[src/rtl/instr_fetch_stage_pkg.sv]
// Shared types and constants for the instruction fetch stage.
package instr_fetch_stage_pkg;

  localparam int unsigned WordLength     = 32;
  localparam int unsigned MaxOutstanding = 1;

  typedef enum logic [1:0] {StIdle, StReq, StWait, StOut} fetch_state_e;

  localparam logic [1:0] TrapNone  = 2'b00;
  localparam logic [1:0] TrapIacc  = 2'b01;
  localparam logic [1:0] TrapAlign = 2'b10;

  // pstate0 carries the segment as a whole word; pstate1 is the byte offset.
  localparam int unsigned OfsAlignMsb = 1;
  localparam int unsigned OfsAlignLsb = 0;

  function automatic logic is_misaligned(input logic [OfsAlignMsb:OfsAlignLsb] low_bits);
    return low_bits != '0;
  endfunction

endpackage

[src/rtl/instr_fetch_stage_out_reg.sv]
// Decode-side output register: loads a bundle, holds it while decode stalls, drops it on flush.
module instr_fetch_stage_out_reg #(
  parameter int unsigned Width = 32
) (
  input  logic             clk_i,
  input  logic             rst_ni,
  input  logic             flush_i,
  input  logic             load_i,
  input  logic             ready_i,
  input  logic [Width-1:0] instr_i,
  input  logic [Width-1:0] pstate0_i,
  input  logic [Width-1:0] pstate1_i,
  input  logic [1:0]       trap_i,
  output logic             valid_o,
  output logic [Width-1:0] instr_o,
  output logic [Width-1:0] pstate0_o,
  output logic [Width-1:0] pstate1_o,
  output logic [1:0]       trap_o
);

  always_ff @(posedge clk_i) begin
    if (!rst_ni) begin
      valid_o   <= 1'b0;
      instr_o   <= '0;
      pstate0_o <= '0;
      pstate1_o <= '0;
      trap_o    <= '0;
    end else begin
      // A new bundle wins over consumption of the old one in the same cycle.
      if (flush_i) begin
        valid_o <= 1'b0;
      end else if (load_i) begin
        valid_o <= 1'b1;
      end else if (ready_i) begin
        valid_o <= 1'b0;
      end
      if (load_i && !flush_i) begin
        instr_o   <= instr_i;
        pstate0_o <= pstate0_i;
        pstate1_o <= pstate1_i;
        trap_o    <= trap_i;
      end
    end
  end

endmodule

[src/rtl/instr_fetch_stage.sv]
// Fetch half of the FD stage: latch an address, issue one I-cache read, present the word to decode.
// Define VCPU32_FETCH_ALIGN_CHECK_EN to trap misaligned offsets instead of masking them.
module instr_fetch_stage
  import instr_fetch_stage_pkg::*;
#(
  parameter int unsigned WORD_LENGTH = WordLength
) (
  input  logic                   clk,
  input  logic                   rst,
  input  logic [WORD_LENGTH-1:0] iaPstate0,
  input  logic [WORD_LENGTH-1:0] iaPstate1,
  input  logic                   iaValid,
  output logic                   iaReady,
  output logic                   icReqValid,
  input  logic                   icReqReady,
  output logic [WORD_LENGTH-1:0] icReqSeg,
  output logic [WORD_LENGTH-1:0] icReqOfs,
  input  logic                   icRspValid,
  input  logic [WORD_LENGTH-1:0] icRspData,
  input  logic                   icRspErr,
  input  logic                   flush,
  input  logic                   fdReady,
  output logic                   fdValid,
  output logic [WORD_LENGTH-1:0] fdInstr,
  output logic [WORD_LENGTH-1:0] fdPstate0,
  output logic [WORD_LENGTH-1:0] fdPstate1,
  output logic [1:0]             fdTrap
);

  fetch_state_e           state_q, state_d;
  logic [WORD_LENGTH-1:0] seg_q, seg_d;
  logic [WORD_LENGTH-1:0] ofs_q, ofs_d;
  logic                   kill_q, kill_d;

  logic                   accept;
  logic                   misaligned;
  logic                   rsp_live;
  logic                   out_load;
  logic [WORD_LENGTH-1:0] load_instr;
  logic [WORD_LENGTH-1:0] load_p0;
  logic [WORD_LENGTH-1:0] load_p1;
  logic [1:0]             load_trap;

  // A killed request must drain its response before a new one may be issued.
  assign iaReady    = !flush && ((state_q == StIdle && !kill_q) || (state_q == StOut && fdReady));
  assign accept     = iaValid && iaReady;
  assign icReqValid = (state_q == StReq);
  assign icReqSeg   = seg_q;

`ifdef VCPU32_FETCH_ALIGN_CHECK_EN
  assign misaligned = is_misaligned(iaPstate1[OfsAlignMsb:OfsAlignLsb]);
  assign icReqOfs   = ofs_q;
`else
  assign misaligned = 1'b0;
  assign icReqOfs   = ofs_q & ~WORD_LENGTH'(2'b11);
`endif

  assign rsp_live   = icRspValid && (state_q == StWait) && !flush;
  assign out_load   = rsp_live || (accept && misaligned);
  assign load_instr = (rsp_live && !icRspErr) ? icRspData : '0;
  assign load_p0    = rsp_live ? seg_q : iaPstate0;
  assign load_p1    = rsp_live ? ofs_q : iaPstate1;
  assign load_trap  = rsp_live ? (icRspErr ? TrapIacc : TrapNone) : TrapAlign;

  always_comb begin
    state_d = state_q;
    seg_d   = seg_q;
    ofs_d   = ofs_q;
    kill_d  = kill_q;
    if (kill_q && icRspValid) kill_d = 1'b0;
    if (accept) begin
      seg_d = iaPstate0;
      ofs_d = iaPstate1;
    end
    unique case (state_q)
      StIdle:  if (accept) state_d = misaligned ? StOut : StReq;
      StReq:   if (icReqReady) state_d = StWait;
      StWait:  if (icRspValid) state_d = StOut;
      StOut:   if (fdReady) state_d = accept ? (misaligned ? StOut : StReq) : StIdle;
      default: state_d = StIdle;
    endcase
    if (flush) begin
      state_d = StIdle;
      if ((state_q == StWait && !icRspValid) || (state_q == StReq && icReqReady)) kill_d = 1'b1;
    end
  end

  always_ff @(posedge clk) begin
    if (!rst) begin
      state_q <= StIdle;
      seg_q   <= '0;
      ofs_q   <= '0;
      kill_q  <= 1'b0;
    end else begin
      state_q <= state_d;
      seg_q   <= seg_d;
      ofs_q   <= ofs_d;
      kill_q  <= kill_d;
    end
  end

  instr_fetch_stage_out_reg #(
    .Width (WORD_LENGTH)
  ) u_out_reg (
    .clk_i     (clk),
    .rst_ni    (rst),
    .flush_i   (flush),
    .load_i    (out_load),
    .ready_i   (fdReady),
    .instr_i   (load_instr),
    .pstate0_i (load_p0),
    .pstate1_i (load_p1),
    .trap_i    (load_trap),
    .valid_o   (fdValid),
    .instr_o   (fdInstr),
    .pstate0_o (fdPstate0),
    .pstate1_o (fdPstate1),
    .trap_o    (fdTrap)
  );

`ifndef SYNTHESIS
  a_rsp_expected: assert property (@(posedge clk) disable iff (!rst)
    !(icRspValid && state_q != StWait && !kill_q));
  a_one_outstanding: assert property (@(posedge clk) disable iff (!rst)
    (int'(kill_q) + int'(state_q == StWait)) <= int'(MaxOutstanding));
`endif

endmodule

[config.mk]
export PLATFORM = sky130hd
export DESIGN_NAME = instr_fetch_stage
export DESIGN_NICKNAME = d
export VERILOG_FILES = /design/src/rtl/instr_fetch_stage_pkg.sv /design/src/rtl/instr_fetch_stage_out_reg.sv /design/src/rtl/instr_fetch_stage.sv
export SDC_FILE = /design/constraint.sdc
export NUM_CORES = 1
export LEC_CHECK = 0
export ABC_AREA = 1
export BUFFER_PORTS_ARGS = -buffer_cell sky130_fd_sc_hd__clkbuf_2
export CAP_MARGIN = 25
export CORE_AREA = 3 3 138 140
export DETAILED_ROUTE_END_ITERATION = 7
export DIE_AREA = 0 0 141 143
export GPL_TIMING_DRIVEN = 0
export PLACE_DENSITY = 0.75
export SYNTH_ARGS = -nofsm -noshare
export SYNTH_HDL_FRONTEND = slang
export SYNTH_HIERARCHICAL = 1
export SYNTH_SLANG_ARGS = --single-unit
[constraint.sdc]
create_clock -name clk -period 1.9 [get_ports clk]
set_clock_uncertainty 0.2 [all_clocks]
set_input_delay 0.095 -clock clk [delete_from_list [all_inputs] [get_ports clk]]
set_output_delay 0.095 -clock clk [all_outputs]
set_load 0.05 [all_outputs]
==> results_dict.tcl <==
set metrics [dict create \
    routed_via_density 4.95 \
    switching_share 0.282 \
    final_hold_viol_count 0 \
    instances_no_fill 1855 \
    p_leak_uw 0.00605 \
    clk-insertion-delay-late_ns 0.42 \
    drv_cap 0 \
    rsz0062_at_grt "true" \
    syn_inst 1206 \
    grt_util_met3 0.0553 \
    grt.total_usage 0.259 \
    yosysSeqAreaShare 0.407 \
    cts_tree "built" \
    yosys_register_bits 166 \
    die-area_um2 20200 \
    outcome "finished, violations left" \
    arrival_ns 2.03 \
    ant_nets 0 \
    startpoint "state_q[0]" \
    hold_path_depth 6 \
    grt_use_met1 0.319 \
    hp-class "input port to register" \
    wire_per_inst_um 15.1 \
    mostFrequentLayoutCell "clkbuf_2" \
    clk_pin_slew_ns 0.06 \
    syn_area_um2 8170 \
    start_util 0.455 \
    grt.busiest_layer "met2" \
    coreArea_um2 18000 \
    rows 49 \
    worst-r2r-cell-count 10 \
    portBuffers 265 \
    criticalPathCategory "register to register" \
    pwr-share-clk 0.413 \
    grt_overflow_total 0 \
    finalCriticalPeriod_ns 1.93 \
    yosys_warnings 6 \
    p_per_area_nw_per_um2 721 \
    finalWorstSetupSlack_ns -0.0283 \
    dp.cells 1701 \
    drc_errors 1 \
    n_antenna_cell 0 \
    gr-usage-met2 0.442 \
    synth.avg_cell_area_um2 6.78 \
    timing.rr.start "state_q[0]" \
    fp.dieW_um 141 \
    multi_input_area_um2 3520 \
    crit_required_ns 2.00 \
    ff_latch_area_um2 3330 \
    clock_path_buffers 2 \
    gp_congestion 0.879 \
    period_share 1.01 \
    area_delta_synth_final_pct 50.0 \
    wl_mm 28.0 \
    mostFrequentLayoutCells "266 x clkbuf_2, 223 x nor2_1, 203 x inv_1" \
    slowest_stage "dfxtp_4" \
    drt_first_pass_iters 8 \
    path_delay_family "buffers and inverters" \
    power_frac_comb 0.175 \
    timing.rr.end "ofs_q[23]" \
    dpl.hpwl_mm 17.9 \
    io_pins 269 \
    holdPathEnd "state_q[0]" \
    ctsRootBufferMaster "clkbuf_16" \
    p_seq_frac 0.412 \
    place_ws_ns -0.468 \
    tightest_slew_ns 0.547 \
    vias 9191 \
    hp-start "flush" \
    final_nets 1723 \
    path_max_fanout 10 \
    fmax_mhz 519 \
    first_global_vias 8485 \
    crit_buf_inv 4 \
    layout-drive-gt1-share 0.317 \
    slew_viol_final 0 \
    power_switching_uw 2490 \
    end_kind "register" \
    drt_iter0_markers 511 \
    vdd_drop_max_uv 597 \
    grt_pass1_wl_mm 42.1 \
    p_int_uw 6350 \
    cts_made_buffers 17 \
    fillers 1449 \
    rrSetupSlack_ns -0.03 \
    antenna_found_initial 0 \
    htree_levels 4 \
    grt_max_degree 17 \
    setup_viol 6 \
    cp_cell_sequence "inv_4 > buf_4 > ha_2 > nand2_1 > nand2_2 > nand3_2 > buf_12 > buf_6 > o21ai_1 > a21oi_1" \
    cpPeakStageDelay_ns 0.35 \
    clock_sinks 166 \
    die_h_um 143 \
    max-slew-margin-rel 0.635 \
    critPathLaunchType "register" \
    violations "design-rule violations, negative setup slack" \
    yosysUniqueCellTypes 27 \
]
[Yosys cell counts]
cell      number  area [um^2]
nor2_1       232          871
inv_1        205          769
nand2_1      175          657
dfxtp_1      166         3320
nand3_1      101          505
o21ai_1       75          375
a21oi_1       68          340
buf_4         37          278
o21ai_2       35          307
clkbuf_1      26         97.6
buf_6         23          259
o21ai_0       19         95.1
buf_2         18         90.1
buf_1          6         22.5
ha_1           5         62.6
inv_2          4         15.0
a21oi_2        1         8.76
buf_12         1         20.0
clkbuf_2       1         5.00
conb_1         1         3.75
nand2_2        1         6.26
nand2_4        1         11.3
nand3_2        1         10.0
nand4_1        1         6.26
nor2_4         1         11.3
nor3_4         1         16.3
o21bai_1       1         7.51
[routing by layer]
metal | part of all wire | up-vias | routed length [um]
met1 | 0.41 | 4221 | 11500
met2 | 0.49 | 417 | 13600
li1 | - | 4473 | -
met3 | 0.069 | 80 | 1920
met4 | 0.035 | 0 | 969
met5 | 0 | - | 0
[flip-flops by register name, indices dropped and copies added (netlist names)]
name                 cells
icReqSeg                32
kill_q                   1
ofs_q                   32
state_q                  2
u_out_reg/instr_o       32
u_out_reg/pstate0_o     32
u_out_reg/pstate1_o     32
u_out_reg/trap_o         2
u_out_reg/valid_o        1
[kinds of logic after synthesis]
kind of cell	share of synthesized area
simple gates	0.256
compound gates	0.139
flops	0.407
fa+ha+maj	0.00765
other cells	0.000459
buf+inv	0.190
[metrics by stage]
step | util | power, uW | instance area, um^2 | hold WS (ns) | setup TNS (ns)
2_1_floorplan | - | 4630 | 8180 | 0.0342 | 0
3_3_place_gp | 0.545 | 4980 | 9790 | 0.172 | -32.25
3_5_place_dp | 0.545 | 5000 | 9790 | 0.180 | -35.44
4_1_cts | 0.653 | 8790 | 11700 | 0.0484 | -0.143
5_1_grt | 0.683 | 9160 | 12300 | 0.119 | -8.49
6_report | 0.683 | 8840 | 12300 | 0.0712 | -0.0900
[worst max path at each step]
stage                         endpoint  depth (start not counted)  slack [ns]
2_1_floorplan    u_out_reg/instr_o[10]                         10        0.09
3_5_place_dp     u_out_reg/instr_o[14]                         11       -0.47
5_1_grt        u_out_reg/pstate1_o[31]                         12       -0.13
4_1_cts        u_out_reg/pstate1_o[24]                         12       -0.03
3_3_place_gp     u_out_reg/instr_o[21]                         11       -0.42
6_report                     ofs_q[23]                         10       -0.03
[power groups by stage]
stage	clock network, uW	registers [uW]	logic (uW)
6_report	3650	3640	1550
5_1_grt	3860	3650	1660
4_1_cts	3680	3640	1470
3_5_place_dp	0	3720	1280
3_3_place_gp	0	3710	1270
2_1_floorplan	0	3890	739
[worst min-delay path: cells and delay by family]
kind | cells | cell delay (ns)
simple gates | 3 | 0.22
buf+inv | 2 | 0.28
compound gates | 1 | 0.06
[cell type report]
| class | instances | area share |
|---|---|---|
| buffer | 110 | 0.0808 |
| inverter | 209 | 0.0646 |
| timing repair buffer | 390 | 0.223 |
| tap | 229 | 0.0234 |
| clock buffer | 19 | 0.0353 |
| multi-input combinational | 720 | 0.287 |
| clock inverter | 12 | 0.0145 |
| sequential | 166 | 0.271 |
[repair_timing]
action	CTS	global route
gates cloned	1	7
resized for setup	48	118
buffers inserted	11	2
hold endpoints to repair	165	0
hold buffers	104	0
endpoints found under the setup margin	101	159
pin swaps	6	35
(Power assumes the default switching activity.)
